--- src/rtl/tt_alu_pkg.sv ---
// Shared types and constants for the nibble-wide immediate ALU tile.
package tt_alu_pkg;

  localparam int DATA_W = 4;

  typedef enum logic [1:0] {
    ST_FETCH   = 2'd0,
    ST_OPERAND = 2'd1,
    ST_READ    = 2'd2,
    ST_EXEC    = 2'd3
  } state_e;

  typedef enum logic [3:0] {
    OP_NOP  = 4'd0,
    OP_ADDI = 4'd1,
    OP_SUBI = 4'd2,
    OP_ANDI = 4'd3,
    OP_ORI  = 4'd4,
    OP_XORI = 4'd5,
    OP_LDI  = 4'd6
  } opcode_e;

  localparam logic [3:0] BUSREQ_FETCH   = 4'b0000;
  localparam logic [3:0] BUSREQ_OPERAND = 4'b0011;
  localparam logic [3:0] BUSREQ_READ    = 4'b0001;
  localparam logic [3:0] BUSREQ_EXEC    = 4'b0100;

  // Opcodes 1..6 start an instruction; NOP and 7..15 leave the FSM in FETCH.
  function automatic logic is_alu_op(input logic [3:0] op);
    return (op >= 4'd1) && (op <= 4'd6);
  endfunction

  // Bus-request code presented while the FSM sits in a given state.
  function automatic logic [3:0] busreq_code(input state_e st);
    logic [3:0] code;
    case (st)
      ST_FETCH:   code = BUSREQ_FETCH;
      ST_OPERAND: code = BUSREQ_OPERAND;
      ST_READ:    code = BUSREQ_READ;
      ST_EXEC:    code = BUSREQ_EXEC;
      default:    code = BUSREQ_FETCH;
    endcase
    return code;
  endfunction

endpackage

--- src/rtl/tt_alu_core.sv ---
// Combinational ALU: applies the latched opcode to register value and immediate.
module tt_alu_core
  import tt_alu_pkg::*;
(
  input  logic [DATA_W-1:0] opcode_i,
  input  logic [DATA_W-1:0] rv_i,
  input  logic [DATA_W-1:0] imm_i,
  output logic [DATA_W-1:0] result_o,
  output logic              carry_o
);

  logic [DATA_W:0] sum_s;
  logic [DATA_W:0] diff_s;

  // Widen by one bit so the top bit of the sum is the carry and of the difference is the borrow.
  always_comb begin
    sum_s  = {1'b0, rv_i} + {1'b0, imm_i};
    diff_s = {1'b0, rv_i} - {1'b0, imm_i};
    result_o = 4'd0;
    carry_o  = 1'b0;
    case (opcode_i)
      OP_ADDI: begin
        result_o = sum_s[DATA_W-1:0];
        carry_o  = sum_s[DATA_W];
      end
      OP_SUBI: begin
        result_o = diff_s[DATA_W-1:0];
        carry_o  = diff_s[DATA_W];
      end
      OP_ANDI: result_o = rv_i & imm_i;
      OP_ORI:  result_o = rv_i | imm_i;
      OP_XORI: result_o = rv_i ^ imm_i;
      OP_LDI:  result_o = imm_i;
      default: begin
        result_o = 4'd0;
        carry_o  = 1'b0;
      end
    endcase
  end

endmodule

--- src/rtl/tt_um_warriorjacq9_alu.sv ---
// TinyTapeout tile: four-state fetch/operand/read/exec immediate ALU.
module tt_um_warriorjacq9_alu
  import tt_alu_pkg::*;
(
  input  logic       clk,
  input  logic       rst_n,
  input  logic       ena,
  input  logic [7:0] ui_in,
  output logic [7:0] uo_out,
  input  logic [7:0] uio_in,
  output logic [7:0] uio_out,
  output logic [7:0] uio_oe
);

  state_e            state_q, state_d;
  logic [DATA_W-1:0] opcode_q, opcode_d;
  logic [DATA_W-1:0] imm_q, imm_d;
  logic [DATA_W-1:0] idx_q, idx_d;
  logic [DATA_W-1:0] rv_q, rv_d;
  logic [DATA_W-1:0] result_q, result_d;
  logic              carry_q, carry_d;

  logic [DATA_W-1:0] alu_result_s;
  logic              alu_carry_s;
  logic              unused_s;

  // Upper half of the bidirectional input carries nothing for this tile.
  assign unused_s = &{1'b0, uio_in[7:4]};

  tt_alu_core u_core (
    .opcode_i (opcode_q),
    .rv_i     (rv_q),
    .imm_i    (imm_q),
    .result_o (alu_result_s),
    .carry_o  (alu_carry_s)
  );

  // Next-state and field capture; everything holds while ena is low.
  always_comb begin
    state_d  = state_q;
    opcode_d = opcode_q;
    imm_d    = imm_q;
    idx_d    = idx_q;
    rv_d     = rv_q;
    result_d = result_q;
    carry_d  = carry_q;
    if (ena) begin
      case (state_q)
        ST_FETCH: begin
          opcode_d = ui_in[3:0];
          imm_d    = ui_in[7:4];
          if (is_alu_op(ui_in[3:0])) begin
            state_d = ST_OPERAND;
          end else begin
            state_d = ST_FETCH;
          end
        end
        ST_OPERAND: begin
          idx_d   = ui_in[7:4];
          state_d = ST_READ;
        end
        ST_READ: begin
          rv_d    = uio_in[3:0];
          state_d = ST_EXEC;
        end
        ST_EXEC: begin
          result_d = alu_result_s;
          carry_d  = alu_carry_s;
          state_d  = ST_FETCH;
        end
        default: state_d = ST_FETCH;
      endcase
    end else begin
      state_d = state_q;
    end
  end

  // State and field registers; reset aborts any instruction in flight.
  always_ff @(posedge clk or negedge rst_n) begin
    if (!rst_n) begin
      state_q  <= ST_FETCH;
      opcode_q <= 4'd0;
      imm_q    <= 4'd0;
      idx_q    <= 4'd0;
      rv_q     <= 4'd0;
      result_q <= 4'd0;
      carry_q  <= 1'b0;
    end else begin
      state_q  <= state_d;
      opcode_q <= opcode_d;
      imm_q    <= imm_d;
      idx_q    <= idx_d;
      rv_q     <= rv_d;
      result_q <= result_d;
      carry_q  <= carry_d;
    end
  end

  // Outputs come straight from registers or a decode of the state register.
  always_comb begin
    uo_out  = {idx_q, busreq_code(state_q)};
    uio_out = {3'b000, carry_q, result_q};
    if (state_q == ST_READ) begin
      uio_oe = 8'h00;
    end else begin
      uio_oe = 8'h1F;
    end
  end

endmodule

--- config.mk ---
export PLATFORM = sky130hd
export DESIGN_NAME = tt_um_warriorjacq9_alu
export DESIGN_NICKNAME = d
export VERILOG_FILES = /design/src/rtl/tt_alu_pkg.sv /design/src/rtl/tt_alu_core.sv /design/src/rtl/tt_um_warriorjacq9_alu.sv
export SDC_FILE = /design/constraint.sdc
export NUM_CORES = 1
export LEC_CHECK = 0
export ABC_AREA = 1
export CAP_MARGIN = 5
export CORE_UTILIZATION = 49
export DETAILED_ROUTE_END_ITERATION = 16
export PLACE_DENSITY = 0.8
export SETUP_SLACK_MARGIN = 0.5
export SKIP_CTS_REPAIR_TIMING = 1
export SYNTH_ARGS = -nofsm -noshare
export SYNTH_HDL_FRONTEND = slang
export SYNTH_SLANG_ARGS = --single-unit
--- constraint.sdc ---
create_clock -name clk -period 1.81 [get_ports clk]
set_clock_uncertainty 0.15 [all_clocks]
set_input_delay 0.362 -clock clk [delete_from_list [all_inputs] [get_ports clk]]
set_output_delay 0.362 -clock clk [all_outputs]
set_load 0.02 [all_outputs]
Word level (Yosys, flattened, before mapping)
Index checks and enable logic that the tools add are counted.
Word-level totals
  flip-flop bits (word level): 23
  output and inout bits: 24
  logic and storage cells: 35
Operators by class
  $add $sub $neg: 2
  $lt $le $gt $ge: 2
  equality and inequality tests: 9
  multiplexer cells: 6
  bitwise gates (word level): 3
  reduce and logical (&&, ||, !) cells: 6
Operator list (count)
  $pmux 4 s6: 1
  $pmux 4 s4: 1
  $eq 4x3->1 const B: 3
  $eq 4x2->1 const B: 2
  $pmux 2 s4: 1
  $reduce_and 2->1: 4
  $add 4x4->5: 1
  $mux 5: 1
  $sub 4x4->5: 1
  $and 4x4->4: 1
  $eq 2x2->1 const B: 2
  $eq 4x1->1 const B: 1
  $ge 4x1->1 const B: 1
  $le 4x3->1 const B: 1
  $or 4x4->4: 1
  $xor 4x4->4: 1
  $eq 2x1->1 const B: 1
  $logic_not 2->1: 1
  $pmux 1 s2: 1
  $logic_and 1x1->1: 1
  $mux 1: 1

Longest topological paths before layout
Gate-level depths: netlist of run 1.
  word-level depth: 4
  depth in mapped cells: 11
  depth with buffers taken out: 11

By module
From an unflattened synthesis of run 1, not the netlist that was laid out.
Second synthesis, totals
  cells, all modules: 223
  area total of the unflattened synthesis: 1694.1 um2
By module, submodules not included
  tt_um_warriorjacq9_alu: times used 1, cells each 120, area each 1106.1 um2, sequential area each 575.6 um2
  tt_alu_core: times used 1, cells each 103, area each 588.1 um2, sequential area each 0.0 um2

Least setup slack after synthesis of run 1
Ideal clock, no wire load.
  path type: flip-flop to flip-flop
  from: reg imm_q[0]
  to: reg result_q[2]
  setup time: 117 ps
  data arrival time: 1402 ps
  path slack: 141 ps
  stages on the path, launching flop included: 12
  buffers on the path: 0
  period minus slack after synthesis: 1669 ps
  cells stage by stage: dfrtp_1 -> ha_1 -> inv_1 -> fa_1 -> inv_1 -> nand2_1 -> inv_1 -> nor3_2 -> nor2_1 -> nand2_1 -> nand2_1 -> nand2_1
Between the ends
  word-level cells in the longest chain between the ends: 2
  elaborated cells on any way between the ends: 3
  those cells by class: add/sub (2); mux (1)
RTL lines
  from (decl): line tt_um_warriorjacq9_alu.sv:17  | logic [DATA_W-1:0] imm_q, imm_d;
  from (signal assigned): line tt_um_warriorjacq9_alu.sv:91  | imm_q <= imm_d;
  $sub 4x4->5 / $add 4x4->5 (equally long branches): line tt_alu_core.sv:18, tt_alu_core.sv:17
  $pmux 4 s6 *: line tt_alu_core.sv:21  | case (opcode_i)
  to (signal assigned): line tt_um_warriorjacq9_alu.sv:94  | result_q <= result_d;
  to (decl): line tt_um_warriorjacq9_alu.sv:20  | logic [DATA_W-1:0] result_q, result_d;
Mark *: on every way between the ends. The rest lies on a longest branch, timed or not.
A chain may end at the register's enable or synchronous reset.

Worst setup path after layout of run 1
  from: reg state_q[1]
  to: out uo_out[0]
Between the ends
  word-level cells in the longest chain between the ends: 2
  elaborated cells on any way between the ends: 5
  those cells by class: eq/ne (3); mux (1); reduce/logical (1)
RTL lines
  from (decl): line tt_um_warriorjacq9_alu.sv:15  | state_e state_q, state_d;
  from (signal assigned): line tt_um_warriorjacq9_alu.sv:89  | state_q <= state_d;
  $eq 2x2->1 (tied with other cells): line tt_alu_pkg.sv:36  | case (st)
  $pmux 4 s4 *: line tt_alu_pkg.sv:36
  to (decl): line tt_um_warriorjacq9_alu.sv:9  | output logic [7:0] uo_out,
Mark *: on every way between the ends. The rest lies on a longest branch, timed or not. The select of a mux whose other input is x is not followed.

==> results of run 1 <==
[state kept, by name, indices dropped and copies added, names as in the netlist]
| name | count |
|---|---|
| idx_q | 4 |
| imm_q | 4 |
| opcode_q | 4 |
| result_q | 4 |
| rv_q | 4 |
| state_q | 2 |
| carry_q | 1 |
[layout make-up]
type | count | area share
clock inverter | 1 | 0.002187
clock buffer | 3 | 0.009841
sequential | 23 | 0.2548
timing repair buffer | 45 | 0.1908
inverter | 31 | 0.05632
multi-input combinational | 153 | 0.4620
tap | 44 | 0.02406
[synthesized netlist by cell type]
cell,n
o21ai_0,15
nor3_1,1
nand3b_1,2
ha_1,19
inv_1,28
or2_0,1
o21ai_1,2
fa_1,2
buf_2,1
a21oi_1,9
nand2_2,1
dfrtp_1,23
inv_2,3
nand4_1,1
nor3_2,1
nor2_4,2
a31oi_1,1
nand3_1,13
buf_4,12
conb_1,1
o22ai_1,2
nor2_1,20
nor2_2,2
nand2_1,52
[stage by stage]
step	total power, mW	worst slack [ns]	setup TNS (ns)	cells	instance area [µm²]
final	4.070	0.02894	0	300	2288
after global routing	4.405	-0.02430	-0.1008	300	2288
after CTS	3.536	-0.4571	-3.032	290	2056
after detailed placement	3.272	-0.07688	-0.07688	286	2028
after global placement	3.235	-0.07529	-0.07529	286	2028
after floorplan	2.669	0.1943	0	220	1745
[kinds of logic after synthesis]
logic type	Yosys count	share of synthesized area
AO/OA/AOI/OAI	29	0.09098
adder cells (fa/ha/maj)	21	0.1697
buffers and inverters	44	0.1292
flip-flops	23	0.3517
other	1	0.002291
AND/OR/NAND/NOR	96	0.2561
[critical path: stages (launching register included)]
cell	delay [ns]
dfrtp_2	0.47
inv_4	0.07
ha_4	0.26
clkbuf_2	0.15
[worst max-delay path by stage]
| stage | slack [ns] | startpoint | depth (start not counted) | end |
|---|---|---|---|---|
| after detailed placement | -0.08 | state_q[1]$_DFFE_PN0P_ | 3 | uo_out[0] |
| final | 0.03 | state_q[1]$_DFFE_PN0P_ | 3 | uo_out[0] |
| after CTS | -0.46 | state_q[1]$_DFFE_PN0P_ | 3 | uo_out[0] |
| after floorplan | 0.19 | imm_q[0]$_DFFE_PN0P_ | 11 | result_q[2]$_DFFE_PN0P_ |
| after global placement | -0.08 | state_q[1]$_DFFE_PN0P_ | 3 | uo_out[0] |
| after global routing | -0.02 | state_q[1]$_DFFE_PN0P_ | 3 | uo_out[0] |
[layout by cell type (no fill, tap or decap), drive strengths merged]
cell	count
nand2	53
inv	31
buf	30
nor2	24
dfrtp	23
ha	19
o21ai	17
nand3	13
clkdlybuf4s50	13
a21oi	9
conb	7
clkbuf	4
nand3b	2
fa	2
nor3	2
o22ai	2
or2	1
nand4	1
a31oi	1
clkinv	1
dlymetal6s2s	1
[power groups by stage]
stage / Combinational, mW / Sequential [mW] / Clock (mW)
finish: 2.76 / 1.04 / 0.265
global placement: 2.26 / 0.975 / 0
global route: 3.03 / 1.08 / 0.296
CTS: 2.31 / 0.967 / 0.263
floorplan: 1.63 / 1.04 / 0
detailed placement: 2.30 / 0.975 / 0
[layer usage]
layer	routed length, µm	vias up	GRT usage
met5	0	-	0
met4	19	0	0.05980
met3	163	2	0.02814
met2	1737	44	0.3270
met1	1621	635	0.2773
li1	-	736	-
==> impl_results.rst, run 1 <==
.. list-table::
   :header-rows: 1

   * - Metric
     - Value
   * - Hold violation total from the final report
     - 0
   * - Type of the worst min-delay path
     - primary input to asynchronous set/reset pin
   * - Register area
     - 583.1 µm²
   * - Startpoint class of the critical path
     - flop
   * - Comb power frac
     - 0.679
   * - Area share of the largest cell type after synthesis
     - 0.3517
   * - Die W
     - 59.79 µm
   * - Share of cells above drive strength 1
     - 0.3555
   * - Routed length per instance
     - 11.81 µm
   * - Total inserted antenna cells
     - 0
   * - Area Overhead vs Synth
     - 39.83%
   * - DRC violations left
     - 0
   * - Net count of the finished layout
     - ~300
   * - Placement row count
     - 20
   * - Initial antenna violation count
     - 0
   * - Number of instances in the synthesized netlist
     - roughly 210
   * - Number of distinct library cell variants in the gate-level netlist after synthesis
     - 24
   * - Clock share of power
     - 0.065
   * - Hold slack final
     - 0.2224 ns
   * - Fmax
     - 0.5615 GHz
   * - Clock tree from TritonCTS
     - built
   * - Maximum number of pins on one net before global-route repair
     - 24
   * - Die boundary height
     - 59.79 µm
   * - CTS buffer count
     - 3
   * - Worst Tran Pin Value
     - 0.5368 ns
   * - Clock Latency Late Sink
     - 0.32 ns
   * - Post-synth top area cell
     - dfrtp_1
   * - Total of endpoints with negative setup slack in the final report
     - 0
   * - Detailed placer's ending HPWL
     - ~2.5 mm
   * - Number of placed I/O pins
     - 43
   * - Clock-pin slew of the registers on the worst-case setup and hold paths
     - 0.15 ns
   * - Clock tree root buffer cell
     - clkbuf_4
   * - Total area of multi-input combinational cells
     - between 0.001 and 0.0015 mm²
   * - Number of global-route vias before repair
     - 1219
   * - Drt first-iter violations
     - 42
   * - Sequential area share after synthesis
     - 0.3517
   * - Placeable core area
     - 0.003103 mm²
   * - Htree depth
     - 1
   * - Post-Syn Area per Cell
     - approximately 7.6 µm²
   * - Post-route ant nets
     - 0
   * - Origin of the critical flop-to-flop path
     - imm_q[0]$_DFFE_PN0P_
   * - Critical path peak fanout
     - 4
   * - Number of cells traversed by the worst register-to-register path
     - 8
   * - Total count of max-transition violations in the final report
     - 0
   * - Number of storage elements in the synthesis netlist
     - 23
   * - Critical path endpoint category
     - output port
   * - Internal
     - 2.095 mW
   * - Kind of critical path
     - flop to output port
   * - Routability-driven placement congestion ratio
     - 0.8754
   * - Total vias in the final route
     - 1417
   * - Area of the die
     - 0.003575 mm²
   * - DRT Pass-1 Iters
     - 4
   * - Wire length reported by the detailed router
     - 3.542 mm
   * - Number of sinks driven by the clock tree
     - 23
   * - Yosys synthesis warning count
     - 0
   * - Global-route wire length before repair
     - 5.382 mm
   * - Initial core utilization
     - 0.5274
   * - Worst-case headroom to the max-slew limit
     - 0.6415
   * - Utilization after layout
     - 0.7375
   * - Maximum VDD drop
     - 1225 µV
   * - Reported leakage power
     - 1.127 nW
   * - Port Buffer Count
     - 31
   * - Share of the clock period used by the worst path
     - 0.9840
   * - Power density relative to cell area
     - 1779 mW/mm²
   * - Net switching fraction of the power
     - 0.4852
   * - Setup repair after global routing missed its margin
     - true
   * - Critical R2R Capture
     - result_q[2]$_DFFE_PN0P_
   * - Flop2flop setup slack
     - ~0.09 ns
   * - Part of the power in registers
     - 0.256
   * - Via-per-instance ratio
     - 4.723
   * - Area of the mapped netlist
     - ~0.0016 mm²
   * - Synth top area cells
     - dfrtp_1, ha_1, nand2_1, inv_1, buf_4
   * - Status
     - finished, final reports clean
   * - FILL cells
     - 242
   * - Maximum root-to-sink buffer count
     - 2
   * - Signal arrival time at the worst endpoint
     - 1.27 ns
   * - MaxCap Viol Count
     - 0
   * - Net switching power
     - ~2.0 mW
   * - Endpoint required time on the critical path
     - 1.30 ns
   * - Overall overflow remaining after global route
     - 0
   * - Post-layout minimum cycle time
     - around 1.8 ns
   * - Tot GR Track Use
     - 0.2011
(Power assumes the default switching activity.)
==> run 2, diff against run 1 <==
--- a/config.mk
+++ b/config.mk
@@ -7,9 +7,10 @@
 export LEC_CHECK = 0
 export ABC_AREA = 1
 export CAP_MARGIN = 5
-export CORE_UTILIZATION = 49
+export CORE_ASPECT_RATIO = 0.75
+export CORE_UTILIZATION = 50
 export DETAILED_ROUTE_END_ITERATION = 16
-export PLACE_DENSITY = 0.8
+export PLACE_DENSITY = 0.82
 export SETUP_SLACK_MARGIN = 0.5
 export SKIP_CTS_REPAIR_TIMING = 1
 export SYNTH_ARGS = -nofsm -noshare
==> constraint.sdc (replaced) <==
create_clock -name clk -period 2.1 [get_ports clk]
set_clock_uncertainty 0.15 [all_clocks]
set_input_delay 0.42 -clock clk [delete_from_list [all_inputs] [get_ports clk]]
set_output_delay 0.42 -clock clk [all_outputs]
set_load 0.02 [all_outputs]
==> impl_results.rst, run 2 (same netlist as run 1, synthesis figures left out) <==
.. list-table::
   :header-rows: 1

   * - Metric
     - Value
   * - Status
     - finished, final reports clean
   * - Global-route wire length before repair
     - 5.402 mm (+0.37%)
   * - Die W
     - 68.06 µm (+14%)
   * - Most common cell after layout, fill and taps aside
     - nand2_1
   * - Setup repair after global routing missed its margin
     - true
   * - Comb power frac
     - 0.681 (+0.002)
   * - Total inserted antenna cells
     - 0 (unchanged)
   * - Signal arrival time at the worst endpoint
     - 1.25 ns (-0.02 ns)
   * - Die boundary height
     - 51.55 µm (-14%)
   * - Post-route ant nets
     - 0 (unchanged)
   * - Worst path slowest cell
     - dfrtp_2
   * - Total negative slack
     - 0 ns (unchanged)
   * - Clock share of power
     - 0.081 (+0.016)
   * - Post-layout minimum cycle time
     - 1.815 ns
   * - Family with the most delay on the worst path
     - flip-flops
   * - Overall power after layout
     - 3.619 mW (-11%)
   * - Utilization after layout
     - 0.7548 (+0.01726)
   * - Maximum root-to-sink buffer count
     - 2 (unchanged)
   * - Critical path peak fanout
     - 5 (+1)
   * - Fmax
     - 0.5510 GHz
   * - Initial core utilization
     - 0.5418 (+0.01442)
   * - Port Buffer Count
     - 31 (unchanged)
   * - Number of placed I/O pins
     - 43 (unchanged)
   * - Drt first-iter violations
     - 139 (+230%)
   * - Overall overflow remaining after global route
     - 0 (unchanged)
   * - Area Overhead vs Synth
     - 39.30%
   * - Clock tree root buffer cell
     - clkbuf_8
   * - Total vias in the final route
     - 1539 (+8.6%)
   * - Placement row count
     - 17 (-15%)
   * - Power density relative to cell area
     - 1588 mW/mm² (-11%)
   * - Commonest cells after routing, fill and taps aside
     - nand2_1, dfrtp_1, nor2_1, inv_1, buf_4
   * - Internal
     - 1.847 mW (-12%)
   * - Total of endpoints with negative setup slack in the final report
     - 0 (unchanged)
   * - Kind of critical path
     - flop to output port
   * - Critical path endpoint category
     - output port
   * - Number of global-route vias before repair
     - 1198 (-1.7%)
   * - Share of cells above drive strength 1
     - 0.2857 (-0.06975)
   * - Endpoint required time on the critical path
     - 1.53 ns (+0.23 ns)
   * - Net count of the finished layout
     - 300 (+1.0%)
   * - Max stage delay on crit path
     - 0.46 ns (about the same)
   * - Clock tree from TritonCTS
     - built
   * - Wire length reported by the detailed router
     - 4.256 mm (+20%)
   * - Routed length per instance
     - 14.33 µm (+21%)
   * - Hold violation total from the final report
     - 0 (unchanged)
   * - DRC violations left
     - 0 (unchanged)
   * - Clock-pin slew of the registers on the worst-case setup and hold paths
     - 0.09 ns (-0.06 ns)
   * - CP Buf/Inv Count
     - 2 (unchanged)
   * - MaxCap Viol Count
     - 0 (unchanged)
   * - Net switching power
     - 1.772 mW (-10%)
   * - Net switching fraction of the power
     - 0.4897 (+0.004466)
   * - Initial antenna violation count
     - 0 (unchanged)
   * - Detailed placer's ending HPWL
     - 2.577 mm (+2.4%)
   * - CTS buffer count
     - 3 (unchanged)
   * - Cells along the critical path
     - inv_4, ha_1, buf_2
   * - Maximum number of pins on one net before global-route repair
     - 24 (unchanged)
   * - Routability-driven placement congestion ratio
     - 0.8659 (-1.1%)
   * - Clock Latency Late Sink
     - 0.28 ns (-0.04 ns)
   * - Tot GR Track Use
     - 0.2119 (+0.01084)
   * - Part of the power in registers
     - 0.238 (-0.018)
   * - Hold slack final
     - 0.3278 ns (+0.1054 ns)
   * - Maximum VDD drop
     - 827.9 µV (-32%)
   * - Area of the die
     - 0.003508 mm² (-1.9%)
   * - Number of sinks driven by the clock tree
     - 23 (unchanged)
   * - Via-per-instance ratio
     - 5.182 (+9.7%)
   * - DRT Pass-1 Iters
     - 4 (unchanged)
   * - Placeable core area
     - 0.003020 mm² (-2.7%)
   * - Total count of max-transition violations in the final report
     - 0 (unchanged)
   * - Type of the worst min-delay path
     - flop to flop
   * - Htree depth
     - 1 (unchanged)
   * - Reported leakage power
     - 1.236 nW (+9.7%)
   * - Startpoint class of the critical path
     - flop
   * - Share of the clock period used by the worst path
     - 0.8643
==> run 2: layout make-up <==
type	count	area, µm²
sequential	23	579.3
multi-input combinational	153	1012
clock buffer	3	41.29
clock inverter	1	5.005
fill	208	740.7
tap	38	47.55
inverter	31	126.4
timing repair buffer	48	467.9
==> run 2: per-layer routing <==
metal  GRT usage  wire, µm
met4     0.05208       114
met2      0.3105      2035
met5           0         0
met1      0.3101      1790
met3     0.05263       315
==> run 2: tightest hold or removal path: cells and delay by family, from the launching register on <==
kind	cells	cell delay [ns]
flip-flops	1	0.35
AND/OR/NAND/NOR	2	0.10
==> run 2: final timing paths <==
kind / startpoint / to / slack (ns) / cells after the start
worst max-delay path: state_q[1]$_DFFE_PN0P_ / uo_out[0] / 0.28 / 3
max in group asynchronous: rst_n / state_q[1]$_DFFE_PN0P_ / 1.19 / 2
worst min register to register: result_q[3]$_DFFE_PN0P_ / result_q[3]$_DFFE_PN0P_ / 0.33 / 2
min in group asynchronous: rst_n / opcode_q[3]$_DFFE_PN0P_ / 0.35 / 2
worst max register to register: imm_q[0]$_DFFE_PN0P_ / result_q[2]$_DFFE_PN0P_ / 0.33 / 11
worst min-delay path: result_q[3]$_DFFE_PN0P_ / result_q[3]$_DFFE_PN0P_ / 0.33 / 2
==> run 2: power groups by stage <==
stage / Clock [mW] / Combinational (mW) / Sequential [mW]
finish: 0.293 / 2.46 / 0.861
CTS: 0.297 / 1.85 / 0.825
floorplan: 0 / 1.23 / 0.887
global placement: 0 / 1.80 / 0.828
global route: 0.322 / 2.67 / 0.891
detailed placement: 0 / 1.85 / 0.831
==> run 2: per-stage QoR <==
stage / cells / area [µm²] / worst slack [ns]
finish: 297 / 2280 / 0.2850
floorplan: 220 / 1667 / 0.4797
detailed placement: 278 / 1944 / 0.1342
CTS: 282 / 1991 / -0.1765
global placement: 278 / 1944 / 0.1552
global route: 297 / 2280 / 0.2343
==> run 3, diff against run 2 <==
--- a/config.mk
+++ b/config.mk
@@ -9,6 +9,7 @@
 export CAP_MARGIN = 5
 export CORE_ASPECT_RATIO = 0.75
 export CORE_UTILIZATION = 50
+export CTS_CLUSTER_SIZE = 20
 export DETAILED_ROUTE_END_ITERATION = 16
 export PLACE_DENSITY = 0.82
 export SETUP_SLACK_MARGIN = 0.5
==> results of run 3 <==
Final layout, timing and power as in run 2 (identical DEF).
